### config.mk
export PLATFORM = sky130hd
export DESIGN_NAME = arq_tx_ctrl
export DESIGN_NICKNAME = d
export VERILOG_FILES = /design/src/rtl/arq_tx_ctrl.sv
export SDC_FILE = /design/constraint.sdc
export NUM_CORES = 1
export LEC_CHECK = 0
export CORE_ASPECT_RATIO = 0.75
export CORE_UTILIZATION = 50
export CTS_CLUSTER_DIAMETER = 30
export DETAILED_ROUTE_END_ITERATION = 10
export HOLD_SLACK_MARGIN = 0.15
export PLACE_DENSITY = 0.79
export SYNTH_ARGS = -nofsm -noshare
export SYNTH_HDL_FRONTEND = slang
export SYNTH_SLANG_ARGS = --single-unit
### constraint.sdc
create_clock -name i_clk -period 2.63 [get_ports i_clk]
set_clock_uncertainty 0.05 [all_clocks]
set_input_delay 0.526 -clock i_clk [delete_from_list [all_inputs] [get_ports i_clk]]
set_output_delay 0.526 -clock i_clk [all_outputs]
set_load 0.01 [all_outputs]
### src/rtl/arq_tx_ctrl.sv
// Sender-side ARQ controller: frames FIFO words onto the TX link and keeps a one-frame
// replay buffer that is retransmitted on NACK or ACK timeout, up to MAX_RETRY times.
module arq_tx_ctrl #(
  parameter int unsigned DATA_W      = 8,
  parameter int unsigned FRAME_LEN   = 16,
  parameter int unsigned ACK_TIMEOUT = 256,
  parameter int unsigned MAX_RETRY   = 3
) (
  input  logic              i_clk,
  input  logic              i_rst_n,
  input  logic [DATA_W-1:0] i_fifo_tdata,
  input  logic              i_fifo_tvalid,
  output logic              o_fifo_tready,
  output logic [DATA_W-1:0] o_otn_tx_data,
  output logic              o_otn_tx_valid,
  output logic              o_otn_tx_sof,
  output logic              o_otn_tx_eof,
  input  logic              i_otn_tx_ack,
  input  logic              i_otn_tx_nack,
  input  logic              i_arq_en,
  output logic              o_retrans_req,
  output logic              o_frame_fail,
  output logic [15:0]       o_frame_cnt,
  output logic              o_busy
);

  localparam int unsigned CW = (FRAME_LEN > 1) ? $clog2(FRAME_LEN) : 1;
  localparam int unsigned TW = (ACK_TIMEOUT > 1) ? $clog2(ACK_TIMEOUT) : 1;
  localparam int unsigned RW = (MAX_RETRY > 0) ? $clog2(MAX_RETRY + 1) : 1;
  localparam logic [CW-1:0] CNT_LAST  = CW'(FRAME_LEN - 1);
  localparam logic [TW-1:0] TMR_LAST  = TW'(ACK_TIMEOUT - 1);
  localparam logic [RW-1:0] RETRY_MAX = RW'(MAX_RETRY);

  typedef enum logic [1:0] {S_IDLE, S_SEND, S_WAIT_ACK, S_RESEND} state_e;

  state_e              state_q, state_d;
  logic [DATA_W-1:0]   buf_q [FRAME_LEN];
  logic [CW-1:0]       wcnt_q, rcnt_q;
  logic [TW-1:0]       timer_q;
  logic [RW-1:0]       retry_q;
  logic                arq_mode_q;
  logic                tready_q, valid_q, sof_q, eof_q, retrans_q, fail_q, busy_q;
  logic [DATA_W-1:0]   data_q;
  logic [15:0]         frame_cnt_q;
  logic                beat, last_beat, ack_hit, retry_ev, give_up;

  always_comb begin
    beat      = (state_q == S_SEND) && i_fifo_tvalid && tready_q;
    last_beat = beat && (wcnt_q == CNT_LAST);
    ack_hit   = (state_q == S_WAIT_ACK) && i_otn_tx_ack;
    // ACK has priority over a NACK or timeout arriving in the same cycle
    retry_ev  = (state_q == S_WAIT_ACK) && !i_otn_tx_ack &&
                (i_otn_tx_nack || (timer_q == TMR_LAST));
    give_up   = retry_ev && (retry_q == RETRY_MAX);
    state_d   = state_q;
    case (state_q)
      S_IDLE:     if (i_fifo_tvalid) state_d = S_SEND;
      S_SEND:     if (last_beat) state_d = arq_mode_q ? S_WAIT_ACK : S_IDLE;
      S_WAIT_ACK: begin
        if (ack_hit)       state_d = S_IDLE;
        else if (retry_ev) state_d = give_up ? S_IDLE : S_RESEND;
      end
      S_RESEND:   if (rcnt_q == CNT_LAST) state_d = S_WAIT_ACK;
      default:    state_d = S_IDLE;
    endcase
  end

  // Replay storage carries no reset; it is always rewritten before it is read.
  always_ff @(posedge i_clk) begin
    if (beat) buf_q[wcnt_q] <= i_fifo_tdata;
  end

  always_ff @(posedge i_clk or negedge i_rst_n) begin
    if (!i_rst_n) begin
      state_q     <= S_IDLE;
      wcnt_q      <= '0;
      rcnt_q      <= '0;
      timer_q     <= '0;
      retry_q     <= '0;
      arq_mode_q  <= 1'b0;
      tready_q    <= 1'b0;
      data_q      <= '0;
      valid_q     <= 1'b0;
      sof_q       <= 1'b0;
      eof_q       <= 1'b0;
      retrans_q   <= 1'b0;
      fail_q      <= 1'b0;
      frame_cnt_q <= '0;
      busy_q      <= 1'b0;
    end else begin
      state_q   <= state_d;
      busy_q    <= (state_d != S_IDLE);
      tready_q  <= (state_d == S_SEND);
      valid_q   <= 1'b0;
      sof_q     <= 1'b0;
      eof_q     <= 1'b0;
      retrans_q <= 1'b0;
      fail_q    <= 1'b0;
      case (state_q)
        S_IDLE: begin
          wcnt_q <= '0;
          if (i_fifo_tvalid) arq_mode_q <= i_arq_en;
        end
        S_SEND: begin
          if (beat) begin
            data_q  <= i_fifo_tdata;
            valid_q <= 1'b1;
            sof_q   <= (wcnt_q == '0);
            eof_q   <= (wcnt_q == CNT_LAST);
            wcnt_q  <= wcnt_q + CW'(1);
          end
          if (last_beat) begin
            timer_q <= '0;
            retry_q <= '0;
            if (!arq_mode_q) frame_cnt_q <= frame_cnt_q + 16'd1;
          end
        end
        S_WAIT_ACK: begin
          timer_q <= timer_q + TW'(1);
          if (ack_hit) begin
            frame_cnt_q <= frame_cnt_q + 16'd1;
          end else if (retry_ev) begin
            if (give_up) begin
              fail_q <= 1'b1;
            end else begin
              retry_q   <= retry_q + RW'(1);
              retrans_q <= 1'b1;
              rcnt_q    <= '0;
            end
          end
        end
        S_RESEND: begin
          // The output register doubles as the synchronous read port of the buffer
          data_q  <= buf_q[rcnt_q];
          valid_q <= 1'b1;
          sof_q   <= (rcnt_q == '0);
          eof_q   <= (rcnt_q == CNT_LAST);
          rcnt_q  <= rcnt_q + CW'(1);
          if (rcnt_q == CNT_LAST) timer_q <= '0;
        end
        default: ;
      endcase
    end
  end

  assign o_fifo_tready  = tready_q;
  assign o_otn_tx_data  = data_q;
  assign o_otn_tx_valid = valid_q;
  assign o_otn_tx_sof   = sof_q;
  assign o_otn_tx_eof   = eof_q;
  assign o_retrans_req  = retrans_q;
  assign o_frame_fail   = fail_q;
  assign o_frame_cnt    = frame_cnt_q;
  assign o_busy         = busy_q;

endmodule
==> implementation parameters <==
Parameter                              Value

Outcome
  Outcome ... complete, no violations

Clock tree
  TritonCTS sink count ... 180
  CTS Root Buffer Type ... sky130_fd_sc_hd__clkbuf_16
  Postcts setup bufs ... 0
  Skew-Pair Late Insertion Delay ... 0.43 ns
  CTS buffer count ... 17
  Clock tree buffer depth ... 2
  Clock slew at reported path FFs ... 0.07 ns
  Level count of the clock H-tree ... 4
  CTS tree ... built

Detailed routing
  Post-DR wirelength/cell ... 21.6 µm
  Number of detailed-routing iterations run before antenna repair ... 5
  Number of DRC violations after detailed-routing iteration 0 ... 372
  Routed vias ... 4,581
  Number of nets with antenna violations after routing ... 0
  Vias per Instance ... 5.96
  Final wirelength ... 16,600 µm
  Number of remaining DRC errors ... 0

Global route
  First-pass GRT wire length ... 25,900 µm
  Total track usage ... 23.6%
  Number of antenna violations at the first check in global routing ... 0
  Sum of overflow across all layers after global routing ... 0
  Largest net degree at the start of global routing ... 23
  Vias in the first global route ... 4,573

Pwr
  Power Dens Cells ... 920 nW/µm²
  Leakage component of the power ... 3.27 nW
  Max rail drop VDD ... 0.000686 V

Synthesis
  Ys flop type ... sky130_fd_sc_hd__edfxtp_1
  Sequential fraction of the synthesis area ... 67.9%
  Post-Syn Area ... 7570 µm²
  Number of enable flip-flop cells after synthesis ... 128
  Number of synthesized register bits ... 180
  Cell count after synthesis ... 481
  Unique cell type count in the Yosys netlist ... 48
  Yosys warnings ... 0
  Total nets after synthesis ... 508
  Mean post-synth cell area ... 15.7 µm²
  Synth async-reset ratio ... 28.9%

Timing
  Final setup violating endpoints ... 0
  Max Slew Vio Count ... 0
  Portion of the clock cycle consumed by the worst path in the final layout ... 94.5%
  Setup total negative slack ... 0 ns
  RSZ-0062 raised after global routing ... false
  Transition time of the tightest slew-check pin ... 0.700 ns
  Peak clock frequency supported by timing ... 402 MHz
  Worst hold slack ... 0.443 ns
  Min Clock Period, post-route ... 2.49 ns
  Headroom to the max-slew limit ... 53.2%
  Hold Fails Final Rpt ... 0
  Final WS setup ... 0.144 ns

Setup path
  CP Data Arrival Time ... 2.75 ns
  Gate family responsible for the most delay along the worst path ... compound AO/OA/AOI/OAI gates
  Category of the worst setup path launch point ... register
  Startpoint-to-endpoint class of the critical path ... register to register
  Kind of end point of the critical path ... register
  Data required time of the critical path ... 2.90 ns
  Critical Path, Cell by Cell ... inv_1, ha_1, buf_4, inv_1, a2bb2oi_1, nor2_1, mux2_2
  Biggest fanout along the worst timing path ... 9
  Crit path largest cell delay ... 0.54 ns
  Most used cell along the critical path ... sky130_fd_sc_hd__inv_1
  Number of buffers and inverters on the critical path ... 3
  Highest-delay cell along the critical path ... sky130_fd_sc_hd__a2bb2oi_1

Placement
  Final HPWL DP ... 11,700 µm
  Gpl congestion ... 0.947
  Port bufs ... 44
  Place WS ... 0.0229 ns

Floorplan
  Die ar. ... 15,700 µm²
  Die Ht ... 109 µm
  Area of the placeable core ... 14,600 µm²
  Initial core utilization ... 51.7%
  Die Wd ... 144 µm
  Number of top-level pins ... 45
  Num rows ... 38

Cells and area
  Number of nets in the layout ... 582
  Area grow syn2layout ... 19.1%
  Antenna diodes ... 0
  Share of cells above drive strength 1 ... 17.8%
  Final core utilization ... 61.6%

Job
  Max capacitance violation total ... 0

Worst hold path
  Type of the tightest min-delay check ... register to register
## layout make-up
class                           count  area, µm²
Fill cell                        1084       5620
Clock buffer                       23        544
Multi-Input combinational cell    271       2310
Tap cell                          200        250
Inverter                           11       41.3
Timing Repair Buffer               74        663
Sequential cell                   180       5150
Clock inverter                      9       70.1
## timing repair
item                                    4_1_cts  5_1_grt
endpoints found under the setup margin        0        1
hold buffers                                  1        0
endpoints found under the hold margin        20        0
resized for setup                             0        1
## per-stage QoR
| stage | power (mW) | area [µm²] | std cells |
|---|---|---|---|
| 2_1_floorplan | 4.97 | 7570 | 481 |
| 3_3_place_gp | 5.66 | 8390 | 735 |
| 3_5_place_dp | 5.76 | 8390 | 735 |
| 4_1_cts | 8.30 | 9020 | 768 |
| 5_1_grt | 8.66 | 9020 | 768 |
| 6_report | 8.30 | 9020 | 768 |
## report_power, final
part / internal [mW] / total [mW] / switching (mW) / leakage, nW
clock: 1.48 / 2.58 / 1.09 / 0.309
combinational: 1.06 / 2.17 / 1.10 / 1.13
sequential: 3.26 / 3.55 / 0.294 / 1.83
total: 5.81 / 8.30 / 2.49 / 3.27
## metal layers
layer / up-vias / part of all wire (%) / GRT usage [%]
met2: 191 / 47 / 36.1
met5: - / 0 / 0
li1: 2017 / - / -
met3: 31 / 7.0 / 4.78
met4: 0 / 2.7 / 10.5
met1: 2342 / 43 / 32.9
## final timing paths
kind	start	slack [ns]	to	depth (start not counted)
max	state_q[1]$_DFF_PN0_	0.14	o_frame_cnt[1]$_DFFE_PN0P_	7
max in group asynchronous	i_rst_n	1.36	o_otn_tx_data[4]$_DFFE_PN0P_	3
min in group asynchronous	i_rst_n	0.54	timer_q[2]$_DFFE_PN0P_	2
min	o_otn_tx_data[3]$_DFFE_PN0P_	0.44	o_otn_tx_data[3]$_DFFE_PN0P_	2
max reg2reg	state_q[1]$_DFF_PN0_	0.14	o_frame_cnt[1]$_DFFE_PN0P_	7
min reg2reg	o_otn_tx_data[3]$_DFFE_PN0P_	0.44	o_otn_tx_data[3]$_DFFE_PN0P_	2
## cells in the final DEF, fill, tap and decap left out, drive strengths merged, types with 4 or more instances in the layout
master         synthesis  layout
nor3                   4       4
nor2                  10      10
edfxtp               128     128
dfrtp                 52      52
and3                   9       9
nand3                 17      17
inv                   11      17
nand4                  8       8
o22ai                  7       7
clkdlybuf4s50          0      43
nand2b                10      10
mux4                  32      32
mux2i                  4       4
a211oi                 7       7
and2                  15      15
clkbuf                12      23
o21ai                 15      15
nor2b                 10      10
o41ai                  7       7
xor2                   4       4
a21oi                 13      13
mux2                   5       5
xnor2                 14      14
buf                    7      30
a22o                   6       6
nand2                 35      35
ha                    13      13
## kinds of logic after synthesis
logic type / after synthesis / synth area share [%]
AOI/OAI and AO/OA: 71 / 6.39
xor gates and xnor gates: 18 / 2.08
adders and majority gates: 13 / 2.15
buffers and inverters: 30 / 1.70
DFF: 180 / 67.9
muxes: 41 / 10.9
and+or+nand+nor: 128 / 8.82
## sequential cells by signal, indices dropped and copies added (netlist names)
register and flops:
o_busy 1, arq_mode_q 1, buf_q 128, wcnt_q 4
o_otn_tx_data 8, retry_q 2, timer_q 8, o_otn_tx_sof 1
o_otn_tx_eof 1, o_fifo_tready 1, o_frame_fail 1, o_otn_tx_valid 1
o_frame_cnt 16, state_q 2, rcnt_q 4, o_retrans_req 1
## worst reg2reg max path, stage by stage (launching register included)
cell and delay (ns):
sky130_fd_sc_hd__dfrtp_1 0.44, sky130_fd_sc_hd__inv_1 0.14, sky130_fd_sc_hd__ha_1 0.28, sky130_fd_sc_hd__buf_4 0.22, sky130_fd_sc_hd__inv_1 0.09, sky130_fd_sc_hd__a2bb2oi_1 0.54, sky130_fd_sc_hd__nor2_1 0.28, sky130_fd_sc_hd__mux2_2 0.34
## cells in the mapped netlist, types with 3 or more instances
master / n / area share [%]
sky130_fd_sc_hd__a211oi_1: 7 / 0.69
sky130_fd_sc_hd__a22o_1: 6 / 0.69
sky130_fd_sc_hd__buf_1: 3 / 0.15
sky130_fd_sc_hd__and2_1: 15 / 1.2
sky130_fd_sc_hd__xor2_1: 4 / 0.46
sky130_fd_sc_hd__dfrtp_1: 52 / 17
sky130_fd_sc_hd__nor2b_1: 10 / 0.83
sky130_fd_sc_hd__mux4_2: 29 / 8.6
sky130_fd_sc_hd__mux4_1: 3 / 1.0
sky130_fd_sc_hd__o21ai_0: 15 / 0.99
sky130_fd_sc_hd__ha_1: 13 / 2.1
sky130_fd_sc_hd__nand4_1: 8 / 0.66
sky130_fd_sc_hd__a21oi_1: 13 / 0.86
sky130_fd_sc_hd__nor3_1: 4 / 0.26
sky130_fd_sc_hd__o221ai_1: 3 / 0.35
sky130_fd_sc_hd__mux2_2: 5 / 0.74
sky130_fd_sc_hd__mux2i_1: 4 / 0.53
sky130_fd_sc_hd__o41ai_1: 7 / 0.81
sky130_fd_sc_hd__nand3_1: 17 / 1.1
sky130_fd_sc_hd__nand2_1: 35 / 1.7
sky130_fd_sc_hd__inv_1: 11 / 0.55
sky130_fd_sc_hd__xnor2_1: 14 / 1.6
sky130_fd_sc_hd__and3_1: 9 / 0.74
sky130_fd_sc_hd__clkbuf_1: 12 / 0.59
sky130_fd_sc_hd__or2_2: 3 / 0.25
sky130_fd_sc_hd__or3_1: 3 / 0.25
sky130_fd_sc_hd__nand2b_1: 10 / 0.83
sky130_fd_sc_hd__o22ai_1: 7 / 0.58
sky130_fd_sc_hd__nor2_1: 10 / 0.50
sky130_fd_sc_hd__edfxtp_1: 128 / 51
Power figures use the tool's default switching activity.
